`src/rtl/axist_csr_pkg.sv`:
```
// Shared definitions for the AXI-Stream/AIB test CSR responder: register
// offsets, field positions, FSM state encoding and capture-window bases.
package axist_csr_pkg;

  // Register offsets relative to BASE_ADDR (low 16 address bits)
  localparam logic [15:0] OFF_TX_PKT_CTRL = 16'h1000;
  localparam logic [15:0] OFF_RX_CKR_STS  = 16'h1004;
  localparam logic [15:0] OFF_LINKUP_STS  = 16'h1008;
  localparam logic [15:0] OFF_ERR         = 16'h100C;
  localparam logic [15:0] OFF_DELAY_X     = 16'h2000;
  localparam logic [15:0] OFF_DELAY_Y     = 16'h2004;
  localparam logic [15:0] OFF_DELAY_Z     = 16'h2008;
  localparam logic [15:0] OFF_AXI_CTRL    = 16'h3000;
  localparam logic [15:0] OFF_DOUT_FIRST  = 16'h4000;
  localparam logic [15:0] OFF_DOUT_LAST   = 16'h4100;
  localparam logic [15:0] OFF_DIN_FIRST   = 16'h4200;
  localparam logic [15:0] OFF_DIN_LAST    = 16'h4300;

  // Capture windows: 8 words each, index 0..3 = dout_first, dout_last,
  // din_first, din_last
  localparam int NUM_WIN = 4;
  localparam logic [NUM_WIN-1:0][15:0] WIN_BASE =
    {OFF_DIN_LAST, OFF_DIN_FIRST, OFF_DOUT_LAST, OFF_DOUT_FIRST};

  // Field bit positions
  localparam int TX_START_BIT     = 0;
  localparam int TX_PATSEL_LSB    = 1;
  localparam int TX_PKTCNT_LSB    = 8;
  localparam int CKR_PASS_BIT     = 0;
  localparam int CKR_DONE_BIT     = 1;
  localparam int CKR_ALIGN_BIT    = 3;
  localparam int ERR_UNMAPPED_BIT = 0;
  localparam int ERR_COLLIDE_BIT  = 1;
  localparam int AXI_RST_BIT      = 0;

  // Read-response FSM
  typedef enum logic [1:0] {
    IDLE = 2'd0,
    RD1  = 2'd1,
    RD2  = 2'd2
  } state_e;

endpackage

```
`src/rtl/axist_csr_win256.sv`:
```
// One 256-bit capture window: a snapshot shadow loaded when word 0 is read,
// and an 8:1 word mux serving reads from the shadow.
module axist_csr_win256 (
  input  logic         clk_i,
  input  logic         rst_i,
  input  logic [255:0] din_i,
  input  logic         snap_i,
  input  logic [2:0]   word_i,
  output logic [31:0]  rdata_o
);

  logic [255:0] shadow_q;
  logic [255:0] shadow_d;
  logic [255:0] src;

  // Load the whole beat on a word-0 read so words 1..7 stay coherent with it
  always_comb begin
    shadow_d = shadow_q;
    if (snap_i) shadow_d = din_i;
  end

  // Shadow register
  always_ff @(posedge clk_i) begin
    if (rst_i) shadow_q <= '0;
    else       shadow_q <= shadow_d;
  end

  // The word-0 read itself returns the live beat that is being captured
  assign src     = snap_i ? din_i : shadow_q;
  assign rdata_o = src[{word_i, 5'b00000} +: 32];

endmodule

```
`src/rtl/axist_csr_slave.sv`:
```
// AVMM CSR responder for the AXI-Stream/AIB test block. Writes complete in
// the accept cycle; reads return o_readdatavalid two cycles after accept.
//
// Handshake: a request is accepted in a cycle where (i_read | i_write) is
// high and o_waitrequest is low. o_waitrequest is high during reset, in the
// first cycle after reset, and in the two cycles following a read accept.
// o_readdata is meaningful only while o_readdatavalid is high.
module axist_csr_slave
  import axist_csr_pkg::*;
#(
  parameter logic [31:0] BASE_ADDR   = 32'h5000_0000,
  parameter int          DELAY_W     = 16,
  parameter int          DEF_DELAY_X = 12,
  parameter int          DEF_DELAY_Y = 32,
  parameter int          DEF_DELAY_Z = 6000
) (
  input  logic               avmm_clk,
  input  logic               avmm_rst,
  input  logic [31:0]        i_address,
  input  logic               i_write,
  input  logic               i_read,
  input  logic [31:0]        i_writedata,
  output logic [31:0]        o_readdata,
  output logic               o_readdatavalid,
  output logic               o_waitrequest,
  input  logic [3:0]         i_link_sts,
  input  logic               i_align_done,
  input  logic               i_test_done,
  input  logic               i_test_pass,
  input  logic [255:0]       i_dout_first,
  input  logic [255:0]       i_dout_last,
  input  logic [255:0]       i_din_first,
  input  logic [255:0]       i_din_last,
  output logic [DELAY_W-1:0] o_delay_x,
  output logic [DELAY_W-1:0] o_delay_y,
  output logic [DELAY_W-1:0] o_delay_z,
  output logic               o_axi_rst,
  output logic               o_start,
  output logic [1:0]         o_pat_sel,
  output logic [7:0]         o_pkt_cnt,
  output logic [1:0]         o_dbg_state
);

  state_e             state_q, state_d;
  logic               wait_q, wait_d;
  logic               rvalid_q, rvalid_d;
  logic [31:0]        rdata_q, rdata_d;
  logic               start_q, start_d;
  logic [1:0]         pat_sel_q, pat_sel_d;
  logic [7:0]         pkt_cnt_q, pkt_cnt_d;
  logic               axi_rst_q, axi_rst_d;
  logic [1:0]         err_q, err_d, err_set, err_clr;
  logic [DELAY_W-1:0] delay_x_q, delay_x_d;
  logic [DELAY_W-1:0] delay_y_q, delay_y_d;
  logic [DELAY_W-1:0] delay_z_q, delay_z_d;

  logic [15:0]              off;
  logic                     hit, acc, acc_wr, acc_rd, collide;
  logic                     mapped;
  logic [31:0]              rd_mux;
  logic [NUM_WIN-1:0]       win_hit;
  logic [2:0]               win_word;
  logic [NUM_WIN-1:0][31:0] win_rdata;
  logic [NUM_WIN-1:0][255:0] win_din;
  logic                     unused_wdata;

  assign off      = i_address[15:0];
  assign hit      = (i_address[31:16] == BASE_ADDR[31:16]);
  assign acc      = (i_read | i_write) && !wait_q && (state_q == IDLE);
  assign acc_wr   = acc && i_write;
  assign collide  = acc && i_read && i_write;
  assign acc_rd   = acc && i_read && !i_write;
  assign win_word = off[4:2];
  assign win_din  = {i_din_last, i_din_first, i_dout_last, i_dout_first};
  assign unused_wdata = ^i_writedata;

  for (genvar w = 0; w < NUM_WIN; w++) begin : g_win
    assign win_hit[w] = hit && (off[15:5] == WIN_BASE[w][15:5]) && (off[1:0] == 2'b00);
    axist_csr_win256 u_win (
      .clk_i   (avmm_clk),
      .rst_i   (avmm_rst),
      .din_i   (win_din[w]),
      .snap_i  (acc_rd && win_hit[w] && (win_word == 3'd0)),
      .word_i  (win_word),
      .rdata_o (win_rdata[w])
    );
  end

  // Address decode and read-data mux; unmapped addresses read as zero
  always_comb begin
    mapped = 1'b0;
    rd_mux = '0;
    if (hit) begin
      case (off)
        OFF_TX_PKT_CTRL: begin
          mapped = 1'b1;
          rd_mux[TX_PATSEL_LSB +: 2] = pat_sel_q;
          rd_mux[TX_PKTCNT_LSB +: 8] = pkt_cnt_q;
        end
        OFF_RX_CKR_STS: begin
          mapped = 1'b1;
          rd_mux[CKR_PASS_BIT]  = i_test_pass;
          rd_mux[CKR_DONE_BIT]  = i_test_done;
          rd_mux[CKR_ALIGN_BIT] = i_align_done;
        end
        OFF_LINKUP_STS: begin
          mapped      = 1'b1;
          rd_mux[3:0] = i_link_sts;
        end
        OFF_ERR: begin
          mapped      = 1'b1;
          rd_mux[1:0] = err_q;
        end
        OFF_DELAY_X: begin
          mapped = 1'b1;
          rd_mux = 32'(delay_x_q);
        end
        OFF_DELAY_Y: begin
          mapped = 1'b1;
          rd_mux = 32'(delay_y_q);
        end
        OFF_DELAY_Z: begin
          mapped = 1'b1;
          rd_mux = 32'(delay_z_q);
        end
        OFF_AXI_CTRL: begin
          mapped              = 1'b1;
          rd_mux[AXI_RST_BIT] = axi_rst_q;
        end
        default: ;
      endcase
      for (int w = 0; w < NUM_WIN; w++) begin
        if (win_hit[w]) begin
          mapped = 1'b1;
          rd_mux = win_rdata[w];
        end
      end
    end
  end

  // FSM next state, register writes and error tracking
  always_comb begin
    state_d   = state_q;
    rdata_d   = rdata_q;
    start_d   = 1'b0;
    pat_sel_d = pat_sel_q;
    pkt_cnt_d = pkt_cnt_q;
    axi_rst_d = axi_rst_q;
    delay_x_d = delay_x_q;
    delay_y_d = delay_y_q;
    delay_z_d = delay_z_q;
    err_set   = '0;
    err_clr   = '0;

    case (state_q)
      IDLE: begin
        if (acc_rd) begin
          state_d = RD1;
          rdata_d = rd_mux;
        end
      end
      RD1:     state_d = RD2;
      RD2:     state_d = IDLE;
      default: state_d = IDLE;
    endcase

    if (acc_wr && hit) begin
      case (off)
        OFF_TX_PKT_CTRL: begin
          start_d   = i_writedata[TX_START_BIT];
          pat_sel_d = i_writedata[TX_PATSEL_LSB +: 2];
          pkt_cnt_d = i_writedata[TX_PKTCNT_LSB +: 8];
        end
        OFF_ERR:      err_clr   = i_writedata[1:0];
        OFF_DELAY_X:  delay_x_d = i_writedata[DELAY_W-1:0];
        OFF_DELAY_Y:  delay_y_d = i_writedata[DELAY_W-1:0];
        OFF_DELAY_Z:  delay_z_d = i_writedata[DELAY_W-1:0];
        OFF_AXI_CTRL: axi_rst_d = i_writedata[AXI_RST_BIT];
        default: ;
      endcase
    end

    if (acc && !mapped) err_set[ERR_UNMAPPED_BIT] = 1'b1;
    if (collide)        err_set[ERR_COLLIDE_BIT]  = 1'b1;
    // A new error event wins over a coincident write-1-to-clear
    err_d = (err_q & ~err_clr) | err_set;

    wait_d   = (state_d != IDLE);
    rvalid_d = (state_q == RD1);
  end

  // State and register update
  always_ff @(posedge avmm_clk) begin
    if (avmm_rst) begin
      state_q   <= IDLE;
      wait_q    <= 1'b1;
      rvalid_q  <= 1'b0;
      rdata_q   <= '0;
      start_q   <= 1'b0;
      pat_sel_q <= '0;
      pkt_cnt_q <= '0;
      axi_rst_q <= 1'b0;
      err_q     <= '0;
      delay_x_q <= DELAY_W'(DEF_DELAY_X);
      delay_y_q <= DELAY_W'(DEF_DELAY_Y);
      delay_z_q <= DELAY_W'(DEF_DELAY_Z);
    end else begin
      state_q   <= state_d;
      wait_q    <= wait_d;
      rvalid_q  <= rvalid_d;
      rdata_q   <= rdata_d;
      start_q   <= start_d;
      pat_sel_q <= pat_sel_d;
      pkt_cnt_q <= pkt_cnt_d;
      axi_rst_q <= axi_rst_d;
      err_q     <= err_d;
      delay_x_q <= delay_x_d;
      delay_y_q <= delay_y_d;
      delay_z_q <= delay_z_d;
    end
  end

  assign o_readdata      = rdata_q;
  assign o_readdatavalid = rvalid_q;
  assign o_waitrequest   = wait_q;
  assign o_start         = start_q;
  assign o_pat_sel       = pat_sel_q;
  assign o_pkt_cnt       = pkt_cnt_q;
  assign o_axi_rst       = axi_rst_q;
  assign o_delay_x       = delay_x_q;
  assign o_delay_y       = delay_y_q;
  assign o_delay_z       = delay_z_q;
  assign o_dbg_state     = state_q;

endmodule

```
`config.mk`:
```
export PLATFORM = sky130hd
export DESIGN_NAME = axist_csr_slave
export DESIGN_NICKNAME = d
export VERILOG_FILES = /design/src/rtl/axist_csr_pkg.sv /design/src/rtl/axist_csr_win256.sv /design/src/rtl/axist_csr_slave.sv
export SDC_FILE = /design/constraint.sdc
export NUM_CORES = 2
export LEC_CHECK = 0
export BUFFER_PORTS_ARGS = -buffer_cell sky130_fd_sc_hd__buf_4
export CAP_MARGIN = 20
export CORE_AREA = 4 4 466 468
export DETAILED_ROUTE_END_ITERATION = 8
export DIE_AREA = 0 0 470 472
export GPL_TIMING_DRIVEN = 1
export SLEW_MARGIN = 30
export SYNTH_ARGS = -nofsm -noshare
export SYNTH_HDL_FRONTEND = slang
export SYNTH_HIERARCHICAL = 1
export SYNTH_SLANG_ARGS = --single-unit
```
`constraint.sdc`:
```
create_clock -name avmm_clk -period 5.6 [get_ports avmm_clk]
set_input_delay 1.12 -clock avmm_clk [delete_from_list [all_inputs] [get_ports avmm_clk]]
set_output_delay 1.12 -clock avmm_clk [all_outputs]
set_load 0.01 [all_outputs]
```
== Yosys cells after proc, flatten, opt, wreduce, memory -nomap -nowiden ==
Index checks and enable logic that the tools add are counted.

* Add/subtract/negate cells: 0
* Reduce and logical (&&, ||, !) cells: 39
* Equality and inequality tests: 14
* Bitwise operators: 6
* Multiply operators: 0
* Shift-type cells: 4
* Order comparisons: 0
* Multiplexer cells: 27
* Divide/modulo/power cells: 0

{| class="wikitable"
|+ Operator list
! kind !! number
|-
| $mux W256 || 4
|-
| $shiftx A256 B9 Y32 || 4
|-
| $mux W32 || 5
|-
| $eq A16 B13 Y1 const B || 4
|-
| $eq A16 B14 Y1 const B || 4
|-
| $eq A11 B10 Y1 const B || 4
|-
| $pmux W8 S4 || 1
|-
| $logic_and A1 B1 Y1 || 24
|-
| $eq A16 B15 Y1 const B || 1
|-
| $pmux W1 S7 || 2
|-
| $pmux W4 S3 || 1
|-
| $reduce_and A2 Y1 || 6
|-
| $pmux W1 S5 || 2
|-
| $mux W1 || 8
|-
| $reduce_or A8 Y1 || 1
|-
| $mux W2 || 3
|-
| $logic_not A2 Y1 || 2
|-
| $pmux W2 S2 || 1
|-
| $logic_not A1 Y1 || 3
|-
| $logic_not A3 Y1 || 1
|-
| $reduce_or A3 Y1 || 1
|-
| $and A2 B2 Y2 || 1
|-
| $eq A2 B1 Y1 const B || 1
|-
| $not A1 Y1 || 2
|-
| other kinds (4) || 4
|}

* Memories kept: 0
* Bits in latches: 0
* Output and inout port bits: 96
* Bits in read-only memories: 0
* Flip-flop bits (word level): 1122
* Bits in writable memories: 0
* Input bits: 1099
* Logic and storage cells: 106

== Logic depth before layout (Yosys ltp) ==
* Word-level depth: 14
* Mapped depth: 18
* Mapped depth without buffers: 14

== By module ==
Netlist, hierarchy kept.

{| class="wikitable"
|+ By module, submodules not included
! module !! times used !! area an instance (um2) !! cells an instance !! seq. area each (um2)
|-
| axist_csr_win256 || 4 || 12698.4 || 1096 || 5124.9
|-
| axist_csr_slave || 1 || 5233.8 || 652 || 1941.9
|}

== Worst setup path after synthesis ==
Ideal clock, no wire load.

* Path kind: input -> register
* Start point: input port i_address[26]
* End point: register rdata_q[31] (netlist: o_readdata[31])
* Path buffers: 3
* Path slack: 0.791 ns
* Library setup time: 0.117 ns
* Data arrival time: 4.691 ns
* Required time: 5.483 ns
* Stages on the path: 13
* Path through: nor4b_1 nand4_1 or2_4 or4_1 nor2b_1 buf_2 buf_6 buf_4 mux4_2 a22oi_1 nand2_1 mux4_1 a32o_1

{| class="wikitable"
|+ RTL lines
! item !! line !! source
|-
| from (decl) || axist_csr_slave.sv:19 || <nowiki>input logic [31:0] i_address,</nowiki>
|-
| to (signal assigned) || axist_csr_slave.sv:211 || <nowiki>rdata_q <= rdata_d;</nowiki>
|-
| to (decl) || axist_csr_slave.sv:47 || <nowiki>logic [31:0] rdata_q, rdata_d;</nowiki>
|}

==> impl_metrics.prom <==
# TYPE chip_impl_metric gauge
chip_impl_metric{name="synth-edff-count",unit=""} 0
chip_impl_metric{name="synth_area_per_cell",unit="µm²"} 11.1
chip_impl_metric{name="fillers",unit=""} 21200
chip_impl_metric{name="fp.dieArea",unit="mm²"} 0.222
chip_impl_metric{name="number_of_instances_on_the_worst_hold_path",unit=""} 2
chip_impl_metric{name="synth.yosys.seq_area_share",unit="%"} 40.1
chip_impl_metric{name="post-dp-hpwl",unit="µm"} 213000
chip_impl_metric{name="grt_start_max_net_pins",unit=""} 210
chip_impl_info{name="timing_worst_setup_path_type",value="in2reg"} 1
chip_impl_metric{name="critical_path_arrival",unit="ns"} 6.00
chip_impl_metric{name="grt_first_pass_wirelength",unit="µm"} 360000
chip_impl_info{name="grt_setup_unrepaired",value="no"} 1
chip_impl_metric{name="drive_above_1_share",unit="%"} 37.4
chip_impl_metric{name="number_of_warning_messages_in_the_yosys_log",unit=""} 6
chip_impl_metric{name="synth_xor_xnor_area_share",unit="%"} 0
chip_impl_metric{name="internal_power",unit="W"} 0.0138
chip_impl_metric{name="number_of_clock_sinks_seen_by_cts",unit=""} 1121
chip_impl_info{name="timing.critical_path.to_type",value="flop"} 1
chip_impl_metric{name="initial_antenna_violation_count",unit=""} 121
chip_impl_metric{name="setup-tns-final",unit="ns"} 0
chip_impl_metric{name="drt-wirelength-per-cell",unit="µm"} 28.1
chip_impl_metric{name="maximum_vdd_drop",unit="V"} 0.000299
chip_impl_metric{name="p_leak",unit="nW"} 27.7
chip_impl_metric{name="groute.layer.met1.usage",unit="%"} 27.9
chip_impl_metric{name="areaGrowthSynthToFinish",unit="%"} 34.0
chip_impl_metric{name="post_synth_and_or_nand_nor_area_fraction",unit="%"} 10.4
chip_impl_metric{name="htree_levels",unit=""} 4
chip_impl_metric{name="final_net_count",unit=""} 7485
chip_impl_metric{name="clock.fmax",unit="GHz"} 0.186
chip_impl_info{name="holdPathEnd",value="o_readdata[18]$_SDFFE_PP0P_"} 1
chip_impl_metric{name="timing.final.crit_period",unit="ns"} 5.38
chip_impl_metric{name="clk_buf_depth",unit=""} 3
chip_impl_info{name="layout_commonest_cell",value="buf_4"} 1
chip_impl_metric{name="post_synth_fa_ha_maj_area_fraction",unit="%"} 0
chip_impl_metric{name="number_of_global_route_vias_before_repair",unit=""} 46600
chip_impl_info{name="hold_path_startpoint",value="o_readdata[18]$_SDFFE_PP0P_"} 1
chip_impl_info{name="clock_tree_from_tritoncts",value="done"} 1
chip_impl_metric{name="finalCritPeriodShare",unit="%"} 96.0
chip_impl_metric{name="path_max_fanout",unit=""} 28
chip_impl_metric{name="coreArea",unit="mm²"} 0.214
chip_impl_metric{name="grt_resource_usage_total",unit="%"} 22.8
chip_impl_metric{name="swShare",unit="%"} 24.8
chip_impl_metric{name="synthesized_instance_count",unit=""} 5036
chip_impl_metric{name="setup_slack",unit="ns"} 0.224
chip_impl_info{name="setup.worst_path.start_class",value="input pin"} 1
chip_impl_metric{name="cp.required",unit="ns"} 6.23
chip_impl_metric{name="numPortBuffers",unit=""} 1178
chip_impl_info{name="r2r_end",value="o_readdata[23]$_SDFFE_PP0P_"} 1
chip_impl_metric{name="seqPwrFrac",unit="%"} 43.6
chip_impl_metric{name="whs",unit="ns"} 0.454
chip_impl_metric{name="finClkSkew",unit="ns"} 0.0536
chip_impl_metric{name="tightestPinTransition",unit="ns"} 1.01
chip_impl_info{name="cts_root_buf",value="clkbuf_16"} 1
chip_impl_metric{name="syn_area",unit="mm²"} 0.0560
chip_impl_metric{name="drtPass1Iterations",unit=""} 5
chip_impl_metric{name="place_ws",unit="ns"} -0.692
chip_impl_metric{name="final_hold_violations",unit=""} 0
chip_impl_metric{name="setup_slack_reg_to_reg",unit="ns"} 1.08
chip_impl_metric{name="drtAntennaViolNets",unit=""} 0
chip_impl_info{name="final_cell_mix",value="buf_4, dfxtp_1, nor2_1"} 1
chip_impl_metric{name="syn_nets",unit=""} 6135
chip_impl_metric{name="post_cts_buffers",unit=""} 0
chip_impl_metric{name="power_per_cell_area",unit="mW/mm²"} 244
chip_impl_info{name="run_status",value="finished clean"} 1
chip_impl_metric{name="cts_buffers",unit=""} 138
chip_impl_metric{name="synth_compound_gate_area_share",unit="%"} 5.43
chip_impl_metric{name="clock_insertion_delay_worst_skew",unit="ns"} 0.80
chip_impl_metric{name="yosys-mux-area-fraction",unit="%"} 39.8
chip_impl_metric{name="clockPowerShare",unit="%"} 49.2
chip_impl_info{name="main_combinational_cell_family_by_area_after_synthesis",value="multiplexers"} 1
chip_impl_metric{name="flip_flop_and_latch_count_after_synthesis",unit=""} 1121
chip_impl_info{name="r2r-start",value="o_dbg_state[1]$_SDFF_PP0_"} 1
chip_impl_metric{name="worst-r2r-cell-count",unit=""} 14
chip_impl_info{name="hp-class",value="reg2reg"} 1
chip_impl_metric{name="global_route.usage.met2",unit="%"} 35.9
chip_impl_metric{name="first_iter_violations",unit=""} 3638
chip_impl_metric{name="die_w",unit="µm"} 470
chip_impl_info{name="synth_ff_type",value="dfxtp_1"} 1
chip_impl_metric{name="report.final.setup_viol",unit=""} 0
chip_impl_metric{name="met3_usage",unit="%"} 9.01
chip_impl_metric{name="stdcell_count",unit=""} 9396
chip_impl_metric{name="routed-via-count",unit=""} 47300
chip_impl_metric{name="global_route.overflow_total",unit=""} 0
chip_impl_metric{name="die_h",unit="µm"} 472
chip_impl_metric{name="power.share.combinational",unit="%"} 7.2
chip_impl_metric{name="placementRows",unit=""} 170
chip_impl_metric{name="ioPinCount",unit=""} 1195
chip_impl_metric{name="async_reset_ff_share",unit="%"} 0
chip_impl_metric{name="postRouteWirelength",unit="µm"} 264000
chip_impl_metric{name="drc_errors",unit=""} 0
chip_impl_metric{name="max-slew-margin-rel",unit="%"} 32.4
chip_impl_metric{name="maximum_capacitance_violations",unit=""} 0
chip_impl_metric{name="netlist-cell-type-count",unit=""} 55
chip_impl_metric{name="starting_density",unit="%"} 26.2
chip_impl_metric{name="power.switching",unit="W"} 0.00454
chip_impl_metric{name="drv_slew",unit=""} 0
chip_impl_metric{name="fin_total_pwr",unit="W"} 0.0183
chip_impl_info{name="grt.busiest_layer",value="met2"} 1
chip_impl_metric{name="viasPerCell",unit=""} 5.03
chip_impl_metric{name="placed_cells_incl_taps",unit=""} 9083
chip_impl_metric{name="gp_routability_congestion",unit=""} 0.895
chip_impl_metric{name="clk_pin_slew",unit="ns"} 0.05
[sequential cells by signal (all words and copies together), names as in the netlist]
name and flops:
err_q 2, o_pkt_cnt 8, o_waitrequest 1, o_axi_rst 1, o_start 1, o_pat_sel 2
o_dbg_state 2, o_delay_x 16, o_delay_y 16, o_readdata 32, o_delay_z 16, g_win.u_win/shadow_q 1024
[critical path, cell delays in order]
cell and delay [ns]:
buf_4 0.11, nor4b_1 0.34, buf_4 0.17, nand4_1 0.24, buf_4 0.25, or2_4 0.27, or4_1 0.53, buf_4 0.22
nor2_4 0.19, buf_12 0.25, buf_4 0.31, mux4_2 0.55, a22oi_1 0.41, buf_4 0.21, nand2_1 0.14, mux4_2 0.48
nand3_1 0.10, a21oi_1 0.08
[timing repair]
action | CTS | global route
resized for setup | 0 | 1
hold buffers | 0 | 0
setup endpoints to repair | 0 | 1
[cells in the mapped netlist, types with 3 or more instances]
cell         n  share of area (%)
dfxtp_1   1121                 40
nand3_1      6              0.054
nand2b_1    13               0.15
nor2b_1     22               0.25
nand3b_1     5              0.067
nand2_1    253                1.7
a211oi_1    10               0.13
a22o_1       6              0.094
o211ai_1     4              0.054
mux4_2     519                 21
nor2_1    1108                7.4
nor4_4       5               0.19
a32o_1       6               0.11
and2_1       7              0.078
nand4_1      5              0.056
buf_2       40               0.36
nor3_1       5              0.045
nor4b_1      3              0.047
o22ai_1      5              0.056
buf_6       26               0.52
mux2i_1   1056                 19
o21ai_0     32               0.29
buf_4      126                1.7
a21oi_1     69               0.62
clkbuf_1   224                1.5
buf_1       35               0.23
a41o_1       6               0.11
or2_2        5              0.056
a22oi_1    275                3.7
o21bai_1     6              0.080
[power groups by stage]
stage	Combinational, W	Sequential, W	Clock (W)
floorplan	0.000341	0.00815	0
global placement	0.00127	0.00815	0
detailed placement	0.00130	0.00815	0
CTS	0.00130	0.00798	0.00920
global route	0.00138	0.00797	0.00952
finish	0.00131	0.00798	0.00900
[per-layer routing]
layer | vias to the layer above | wire length (µm)
met5 | - | 641
met4 | 94 | 10100
met1 | 23700 | 106000
met2 | 1862 | 121000
met3 | 422 | 26700
li1 | 21200 | -
[kinds of logic (layout without fill, tap and decap cells)]
kind of cell,count (synthesis),in the layout
muxes,1578,1578
and+or+nand+nor,1452,1452
DFF,1121,1121
buffers and inverters,452,1905
AOI/OAI and AO/OA,433,433
other,0,69
[cell type report]
type	count	area (µm²)	area share [%]
well taps	2838	3550	4.73
repair buffers	1661	13100	17.5
inverters	1	3.75	0.00500
clock buffers	192	3900	5.19
clock inverters	51	613	0.816
diodes	69	173	0.230
flip-flops and latches	1121	22400	29.9
multi-input cells	3463	31300	41.7
[worst max path at each step]
stage	from	to	slack, ns	cells past startpoint
floorplan	i_address[26]	o_readdata[31]$_SDFFE_PP0P_	0.79	13
global placement	i_address[25]	o_readdata[23]$_SDFFE_PP0P_	-0.73	18
detailed placement	i_address[26]	o_readdata[23]$_SDFFE_PP0P_	-0.69	18
CTS	i_address[26]	o_readdata[23]$_SDFFE_PP0P_	0.16	18
global route	i_address[26]	o_readdata[0]$_SDFFE_PP0P_	0.03	23
finish	i_address[26]	o_readdata[23]$_SDFFE_PP0P_	0.22	18
[stage by stage]
stage                     area, µm²  utilization [%]
final                         75100             35.2
after global routing          75000             35.1
after CTS                     74900             35.1
after detailed placement      70400             33.0
after floorplan               56000                -
after global placement        70400             32.9
Note: power is estimated with default switching activity, not from simulation.
